$ cat src/rtl/ks_adder_arbiter.sv
// Round-robin shared 16-bit Kogge-Stone adder with a 2-stage operand/result pipeline.
// Define KS_ARB_CARRY_EN to add the registered rsp_carry_o output.
module ks_adder_arbiter #(
    parameter int NUM_REQ = 4,
    parameter int ID_W    = 2
) (
    input  logic                  clk_i,
    input  logic                  rst_i,
    input  logic [NUM_REQ-1:0]    req_valid_i,
    input  logic [16*NUM_REQ-1:0] req_a_i,
    input  logic [16*NUM_REQ-1:0] req_b_i,
    output logic [NUM_REQ-1:0]    req_ready_o,
    input  logic                  rsp_ready_i,
    output logic                  rsp_valid_o,
    output logic [15:0]           rsp_sum_o,
    output logic [ID_W-1:0]       rsp_id_o
`ifdef KS_ARB_CARRY_EN
    ,
    output logic                  rsp_carry_o
`endif
);

    // Parallel-prefix add; bits below the current span keep their final generate,
    // so zero-filled propagate there is never consumed.
    function automatic logic [16:0] ks_add(input logic [15:0] a, input logic [15:0] b);
        logic [15:0] g;
        logic [15:0] p;
        logic [15:0] g_n;
        logic [15:0] p_n;
        g = a & b;
        p = a ^ b;
        for (int l = 1; l < 16; l = l * 2) begin
            g_n = g | (p & (g << l));
            p_n = p & (p << l);
            g   = g_n;
            p   = p_n;
        end
        return {g[15], (a ^ b) ^ {g[14:0], 1'b0}};
    endfunction

    logic            s1_valid_q, s1_valid_d;
    logic [15:0]     a_q, a_d, b_q, b_d;
    logic [ID_W-1:0] id_q, id_d;
    logic            rsp_valid_q, rsp_valid_d;
    logic [15:0]     rsp_sum_q, rsp_sum_d;
    logic [ID_W-1:0] rsp_id_q, rsp_id_d;
    logic [ID_W-1:0] rr_ptr_q, rr_ptr_d;

    logic            adv2, s1_free, found, accept;
    logic [ID_W-1:0] winner;
    logic [15:0]     a_sel, b_sel, sum;
    logic [16:0]     ks_res;
    logic            unused_ks_carry;

    assign ks_res          = ks_add(a_q, b_q);
    assign sum             = ks_res[15:0];
    assign unused_ks_carry = ks_res[16];

    assign adv2    = !rsp_valid_q || rsp_ready_i;
    assign s1_free = !s1_valid_q || adv2;
    assign accept  = found && s1_free;

    // Two passes emulate a circular search starting at rr_ptr_q.
    always_comb begin
        found  = 1'b0;
        winner = '0;
        for (int i = 0; i < NUM_REQ; i++) begin
            if (!found && req_valid_i[i] && (ID_W'(i) >= rr_ptr_q)) begin
                found  = 1'b1;
                winner = ID_W'(i);
            end
        end
        for (int i = 0; i < NUM_REQ; i++) begin
            if (!found && req_valid_i[i]) begin
                found  = 1'b1;
                winner = ID_W'(i);
            end
        end
    end

    always_comb begin
        req_ready_o = '0;
        a_sel       = '0;
        b_sel       = '0;
        for (int i = 0; i < NUM_REQ; i++) begin
            if (winner == ID_W'(i)) begin
                req_ready_o[i] = accept;
                a_sel          = req_a_i[16*i +: 16];
                b_sel          = req_b_i[16*i +: 16];
            end
        end
    end

    always_comb begin
        a_d         = a_q;
        b_d         = b_q;
        id_d        = id_q;
        s1_valid_d  = s1_valid_q;
        rr_ptr_d    = rr_ptr_q;
        rsp_valid_d = rsp_valid_q;
        rsp_sum_d   = rsp_sum_q;
        rsp_id_d    = rsp_id_q;
        if (accept) begin
            a_d        = a_sel;
            b_d        = b_sel;
            id_d       = winner;
            s1_valid_d = 1'b1;
            rr_ptr_d   = (winner == ID_W'(NUM_REQ - 1)) ? '0 : winner + ID_W'(1);
        end else if (adv2) begin
            s1_valid_d = 1'b0;
        end
        if (adv2) begin
            rsp_valid_d = s1_valid_q;
            if (s1_valid_q) begin
                rsp_sum_d = sum;
                rsp_id_d  = id_q;
            end
        end
    end

    always_ff @(posedge clk_i or posedge rst_i) begin
        if (rst_i) begin
            s1_valid_q  <= 1'b0;
            a_q         <= '0;
            b_q         <= '0;
            id_q        <= '0;
            rr_ptr_q    <= '0;
            rsp_valid_q <= 1'b0;
            rsp_sum_q   <= '0;
            rsp_id_q    <= '0;
        end else begin
            s1_valid_q  <= s1_valid_d;
            a_q         <= a_d;
            b_q         <= b_d;
            id_q        <= id_d;
            rr_ptr_q    <= rr_ptr_d;
            rsp_valid_q <= rsp_valid_d;
            rsp_sum_q   <= rsp_sum_d;
            rsp_id_q    <= rsp_id_d;
        end
    end

    assign rsp_valid_o = rsp_valid_q;
    assign rsp_sum_o   = rsp_sum_q;
    assign rsp_id_o    = rsp_id_q;

`ifdef KS_ARB_CARRY_EN
    logic rsp_carry_q, rsp_carry_d;

    always_comb begin
        rsp_carry_d = rsp_carry_q;
        if (adv2 && s1_valid_q) begin
            rsp_carry_d = (sum < a_q);
        end
    end

    always_ff @(posedge clk_i or posedge rst_i) begin
        if (rst_i) begin
            rsp_carry_q <= 1'b0;
        end else begin
            rsp_carry_q <= rsp_carry_d;
        end
    end

    assign rsp_carry_o = rsp_carry_q;
`endif

endmodule

$ cat config.mk
export PLATFORM = sky130hd
export DESIGN_NAME = ks_adder_arbiter
export DESIGN_NICKNAME = d
export VERILOG_FILES = /design/src/rtl/ks_adder_arbiter.sv
export SDC_FILE = /design/constraint.sdc
export NUM_CORES = 1
export LEC_CHECK = 0
export CAP_MARGIN = 20
export CORE_MARGIN = 4
export CORE_UTILIZATION = 44
export DETAILED_ROUTE_END_ITERATION = 8
export GPL_TIMING_DRIVEN = 0
export PLACE_DENSITY = 0.9
export SYNTH_ARGS = -nofsm -noshare
export SYNTH_HDL_FRONTEND = slang
export SYNTH_SLANG_ARGS = --single-unit
$ cat constraint.sdc
create_clock -name clk_i -period 2.4 [get_ports clk_i]
set_input_delay 0.36 -clock clk_i [delete_from_list [all_inputs] [get_ports clk_i]]
set_output_delay 0.36 -clock clk_i [all_outputs]
set_load 0.02 [all_outputs]
Word-level counts from Yosys, hierarchy flattened
Cells that the tools add are included.
Word-level totals
  flip-flop bits (word level): 56
  bits in latches: 0
  RAM bits: 0
  ROM bits: 0
  input bits: 135
  output and inout bits: 23
  logic and storage cells: 86
  memories kept: 0
Operators by class
  add/sub/neg operators: 1
  multipliers: 0
  divide/modulo/power cells: 0
  $lt $le $gt $ge: 4
  equality and inequality tests: 3
  shifts and indexed selects: 0
  muxes and demuxes: 30
  bitwise logic cells: 14
  reduce and logical (&&, ||, !) cells: 26
Operator list (number)
  16-bit 2-to-1 mux: 8
  15-bit AND: 8
  15-bit bitwise OR: 4
  16-bit XOR: 2
  1-bit 2-to-1 mux: 15
  2-bit 2-to-1 mux: 7
  1-bit logical AND: 12
  1-bit zero test: 9
  2-bit equality test (second input constant): 2
  1-bit by 2-bit greater-or-equal comparator with 1-bit output (first input constant): 2
  2-bit greater-or-equal comparator (first input constant): 2
  2-bit by 1-bit adder with 2-bit output (second input constant): 1
  2-bit by 1-bit equality test with 1-bit output (second input constant): 1
  2-bit zero test: 1
  1-bit logical OR: 2
  2-bit AND reduction: 1
  2-bit nonzero test: 1

Depth between registers and ports, before layout
  word-level depth: 32
  mapped depth: 13
  mapped depth without buffers: 12

Worst setup path after synthesis
OpenSTA, ideal clock, no wires.
  path kind: input port to output port
  start point: input req_valid_i[0]
  end point: output req_ready_o[3]
  data arrival time: 1.979 ns
  required time: 2.040 ns
  slack: 0.061 ns
  cell stages on the path: 8
  buffers on the path: 2
  cell sequence: nor2b_1 a21oi_1 o22ai_1 a21oi_1 ha_1 clkbuf_1 clkbuf_1 and2_1
On the way
  cells in the longest elaborated chain, start to end: 28
  elaborated cells on any way between the ends: 36
  those cells by class: eq/ne: 1; mux: 16; reduce/logical: 19
RTL lines
  start: declaration: RTL line 9  | input logic [NUM_REQ-1:0] req_valid_i,
  1-bit logical AND: RTL line 68  | if (!found && req_valid_i[i] && (ID_W'(i) >= rr_ptr_q)) begin
  1-bit 2-to-1 mux: RTL line 68
  1-bit zero test: RTL line 68
  1-bit logical AND (2 in a row): RTL line 68
  1-bit 2-to-1 mux: RTL line 68
  1-bit zero test: RTL line 68
  1-bit logical AND (2 in a row): RTL line 68
  1-bit 2-to-1 mux: RTL line 68
  [11 not listed]
  1-bit logical AND: RTL line 74  | if (!found && req_valid_i[i]) begin
  1-bit 2-to-1 mux: RTL line 74
  1-bit zero test: RTL line 74
  1-bit logical AND: RTL line 74
  2-bit 2-to-1 mux *: RTL line 74
  named net winner[0]: RTL line 50  | logic [ID_W-1:0] winner;
  2-bit equality test *: RTL line 86  | if (winner == ID_W'(i)) begin
  1-bit 2-to-1 mux *: RTL line 86
  end: declaration: RTL line 12  | output logic [NUM_REQ-1:0] req_ready_o,
The timed path passes the listed nets; every way through them passes the cells marked *.

Worst setup path in the final report
  start point: register rr_ptr_q[0]
  end point: output req_ready_o[3]
On the way
  cells in the longest elaborated chain, start to end: 29
  elaborated cells on any way between the ends: 40
  those cells by class: order compare: 4; eq/ne: 1; mux: 16; reduce/logical: 19
RTL lines
  start: declaration: RTL line 47  | logic [ID_W-1:0] rr_ptr_q, rr_ptr_d;
  start signal: assignment: RTL line 136  | rr_ptr_q <= rr_ptr_d;
  1-bit by 2-bit greater-or-equal comparator with 1-bit output: RTL line 68
  1-bit logical AND: RTL line 68
  1-bit 2-to-1 mux: RTL line 68
  1-bit zero test: RTL line 68
  1-bit logical AND (2 in a row): RTL line 68
  1-bit 2-to-1 mux: RTL line 68
  1-bit zero test: RTL line 68
  1-bit logical AND (2 in a row): RTL line 68
  [12 not listed]
  1-bit logical AND: RTL line 74
  1-bit 2-to-1 mux: RTL line 74
  1-bit zero test: RTL line 74
  1-bit logical AND: RTL line 74
  2-bit 2-to-1 mux *: RTL line 74
  named net winner[1]: RTL line 50
  2-bit equality test *: RTL line 86
  1-bit 2-to-1 mux *: RTL line 86
Marks and branches as above.

==> flow_metrics.py <==
metrics = {
    "status": {
        "run_status": "finished with violations",
        "failed_checks": "negative setup slack",
    },
    "sta": {
        "slew-limit-headroom": 0.683,
        "postLayoutSetupSlackWorst_ps": -29.5,
        "worst_clock_skew_ps": 15.4,
        "hold_viol": 0,
        "timing.final.max_slew_violations": 0,
        "final.hold.worst_slack_ps": 338,
        "setup_viol": 2,
        "worst_pin_slew_ps": 475,
        "final_setup_tns_ps": -37.4,
        "layout_worst_path_cycle_share": 1.01,
        "rsz_0062_raised_after_global_routing": "yes",
        "timing.final.crit_period_ps": 2430,
        "fmaxAchievable_ghz": 0.412,
    },
    "critical_path": {
        "cp.arrival_ps": 2070,
        "rrSetupSlack_ps": 60,
        "crit_path_cell_trace": "nor2b_2, nor2_1, o22ai_2, inv_2, buf_4, ha_4, clkbuf_8, buf_8, and2_1, buf_6",
        "critical_path.top_delay_family": "buffers and inverters",
        "worst_path_max_delay_cell": "dfrtp_1",
        "delay_of_the_slowest_critical_path_stage_ps": 410,
        "crit_fanout": 10,
        "cp.required_ps": 2040,
        "critical_path.n_buffers_inverters": 5,
        "start_kind": "register",
        "criticalPathCategory": "register to primary output",
        "endpoint_kind_of_the_worst_setup_timing_path": "primary output",
    },
    "synthesis": {
        "synth_compound_gate_area_share": 0.262,
        "ys_top_cells_by_area": "dfrtp_1 (36%), a21oi_1 (17%), nor2_1 (6.3%)",
        "synthAdderAreaFrac": 0.0656,
        "post-synth-top-area-fraction": 0.357,
        "dominant_cell_type_by_area_after_synthesis": "dfrtp_1",
        "proportion_of_register_bits_with_asynchronous_set_or_reset_after_synthesis": 1.00,
        "synth_top_family_by_area": "compound AO/OA/AOI/OAI gates",
        "mappedNetlistNets": 662,
        "synth_simple_gate_area_frac": 0.230,
        "avgSynthCellArea_um2": 7.75,
        "yosysSeqAreaShare": 0.357,
        "syn-cell-area_um2": 3930,
        "post_synth_inst_count": 507,
        "synthesis.yosys.warnings": 0,
        "post_synth_mux_area_share": 0.0226,
        "synth.ff_latch_count": 56,
        "synth-edff-count": 0,
        "ys_types": 48,
        "synthFlopType": "dfrtp_1",
        "synthXorXnorAreaFrac": 0.0156,
    },
    "place": {
        "placedInstanceArea_um2": 5660,
        "place.detailed.hpwl_um": 10700,
        "number_of_port_buffers": 157,
        "place_congestion": 0.927,
    },
    "die": {
        "row_count": 34,
        "core_um2": 8720,
        "die-height_um": 102,
        "fp.dieArea_um2": 10500,
        "ios": 158,
        "die_width_um": 102,
        "floorplan.initialDensity": 0.451,
    },
    "routing": {
        "drt_first_iter_violations": 338,
        "detail_route.wirelength_um": 13500,
        "first_pass_iters": 5,
        "drt.antenna.violating_nets": 0,
        "routed_via_density": 5.61,
        "drt-wirelength-per-cell_um": 17.1,
        "drc": 0,
        "routed-via-count": 4428,
    },
    "clocking": {
        "cts.htree.levels": 2,
        "clock_latency_ps": 320,
        "cts_inserted_buffers": 5,
        "cts_root_buf": "clkbuf_8",
        "cts_tree": "built",
        "clkSinkCount": 56,
        "cts.reportedPaths.clkPinSlew_ps": 110,
        "ctsLongestPathBuffers": 2,
    },
    "cells_and_area": {
        "most-common-layout-cells": "clkdlybuf4s50_1 (149), a21oi_1 (126), nor2_1 (66)",
        "num-nets-final": 836,
        "final_cell_area_um2": 5970,
        "syn_to_final_growth_pct": 51.9,
        "post_route_cells_drive_above_1_share": 0.120,
        "fillerInstances": 683,
        "antenna-diode-count": 0,
        "mostFrequentLayoutCell": "clkdlybuf4s50_1",
    },
    "hold_path": {
        "min-delay-path-class": "input port to asynchronous set/reset pin",
    },
    "global_route": {
        "grt_first_pass_wirelength_um": 21200,
        "grt_start_max_net_pins": 40,
        "grtUsageTotal": 0.253,
        "first_global_vias": 4494,
        "grt_antenna_before_repair": 0,
        "gr-total-overflow": 0,
    },
    "pwr": {
        "leakagePower_nw": 2.47,
        "power.density_cell_area_nw_per_um2": 1140,
        "vdd.ir_drop.worst_uv": 555,
        "total_power_mw": 6.82,
    },
    "job": {
        "cap_viol_max_count": 0,
    },
}
-- area by class of cell --
| type | instances | area (µm²) | area share |
|---|---|---|---|
| Clock buffer | 6 | 72.6 | 0.0122 |
| Sequential cell | 56 | 1400 | 0.235 |
| Clock inverter | 2 | 17.5 | 0.00294 |
| Timing Repair Buffer | 168 | 1650 | 0.276 |
| Inverter | 11 | 41.3 | 0.00692 |
| Buffer | 34 | 221 | 0.0371 |
| Tap cell | 108 | 135 | 0.0226 |
| Multi-Input combinational cell | 405 | 2430 | 0.407 |
-- timing repair --
item | 4_1_cts | 5_1_grt
setup buffers | 7 | 3
endpoints found under the hold margin | 0 | 0
hold buffers | 0 | 0
setup endpoints to repair | 36 | 37
resized for setup | 53 | 38
gates cloned | 0 | 0
pin swaps | 2 | 4
-- synthesized netlist by cell type (4+ instances only) --
cell type / instances
a21o_1: 5
o31ai_1: 4
nor2b_1: 6
mux2_2: 7
and2_1: 5
a21oi_1: 131
nor3_1: 5
xor2_1: 4
o21ai_0: 18
dfrtp_1: 56
clkbuf_1: 28
nand3b_1: 30
nand2_1: 60
ha_1: 19
inv_1: 11
nor2_1: 66
-- final timing paths --
check | from | endpoint | cells after the start
setup reg to reg | rr_ptr_q[0] | b_q[2] | 13
hold reg to reg | rsp_sum_o[13] | rsp_sum_o[13] | 2
hold / removal | rst_i | rsp_sum_o[2] | 2
max in group asynchronous | rst_i | a_q[4] | 3
min in group clk_i | req_valid_i[0] | s1_valid_q | 3
setup / recovery | rr_ptr_q[0] | req_ready_o[3] | 10
-- where the power goes --
group	switching [mW]	leakage (nW)	internal (mW)
clock	0.329	0.0462	0.215
combinational	2.54	1.76	2.10
sequential	0.271	0.659	1.37
-- through the flow --
stage / utilization / worst slack (ps) / cells
finish: 0.684 / -29.5 / 790
CTS: 0.675 / -38.7 / 787
detailed placement: 0.648 / -1410 / 773
global placement: 0.646 / -1330 / 772
global route: 0.684 / -71.1 / 790
floorplan: - / 61.0 / 507
-- sequential cells by signal (all words and copies together), names as in the netlist --
name and flops:
rr_ptr_q 2, id_q 2, s1_valid_q 1, rsp_id_o 2, rsp_valid_o 1, b_q 16, rsp_sum_o 16, a_q 16
-- routing by layer --
layer | vias to the layer above | part of all wire | global-route usage
li1 | 2127 | - | -
met1 | 2075 | 0.39 | 0.295
met2 | 203 | 0.52 | 0.465
met3 | 23 | 0.078 | 0.0609
met4 | 0 | 0.017 | 0.0626
met5 | - | 0 | 0
-- worst register-to-register path, delay by kind of cell, from the launching register on --
family | cells | cell delay (ps)
flip-flops | 1 | 380
adder cells (fa/ha/maj) | 1 | 190
AO/OA/AOI/OAI | 7 | 980
buffers and inverters | 2 | 390
AND/OR/NAND/NOR | 3 | 260
-- kinds of logic (layout without fill, tap and decap cells) --
logic type	Yosys count	count (layout)
flip-flops	56	56
adder cells (fa/ha/maj)	20	20
buffers and inverters	46	221
XOR/XNOR	7	7
multiplexers	8	8
AO/OA/AOI/OAI	182	182
AND/OR/NAND/NOR	188	188
No activity file was read; power rests on OpenSTA's default activity.
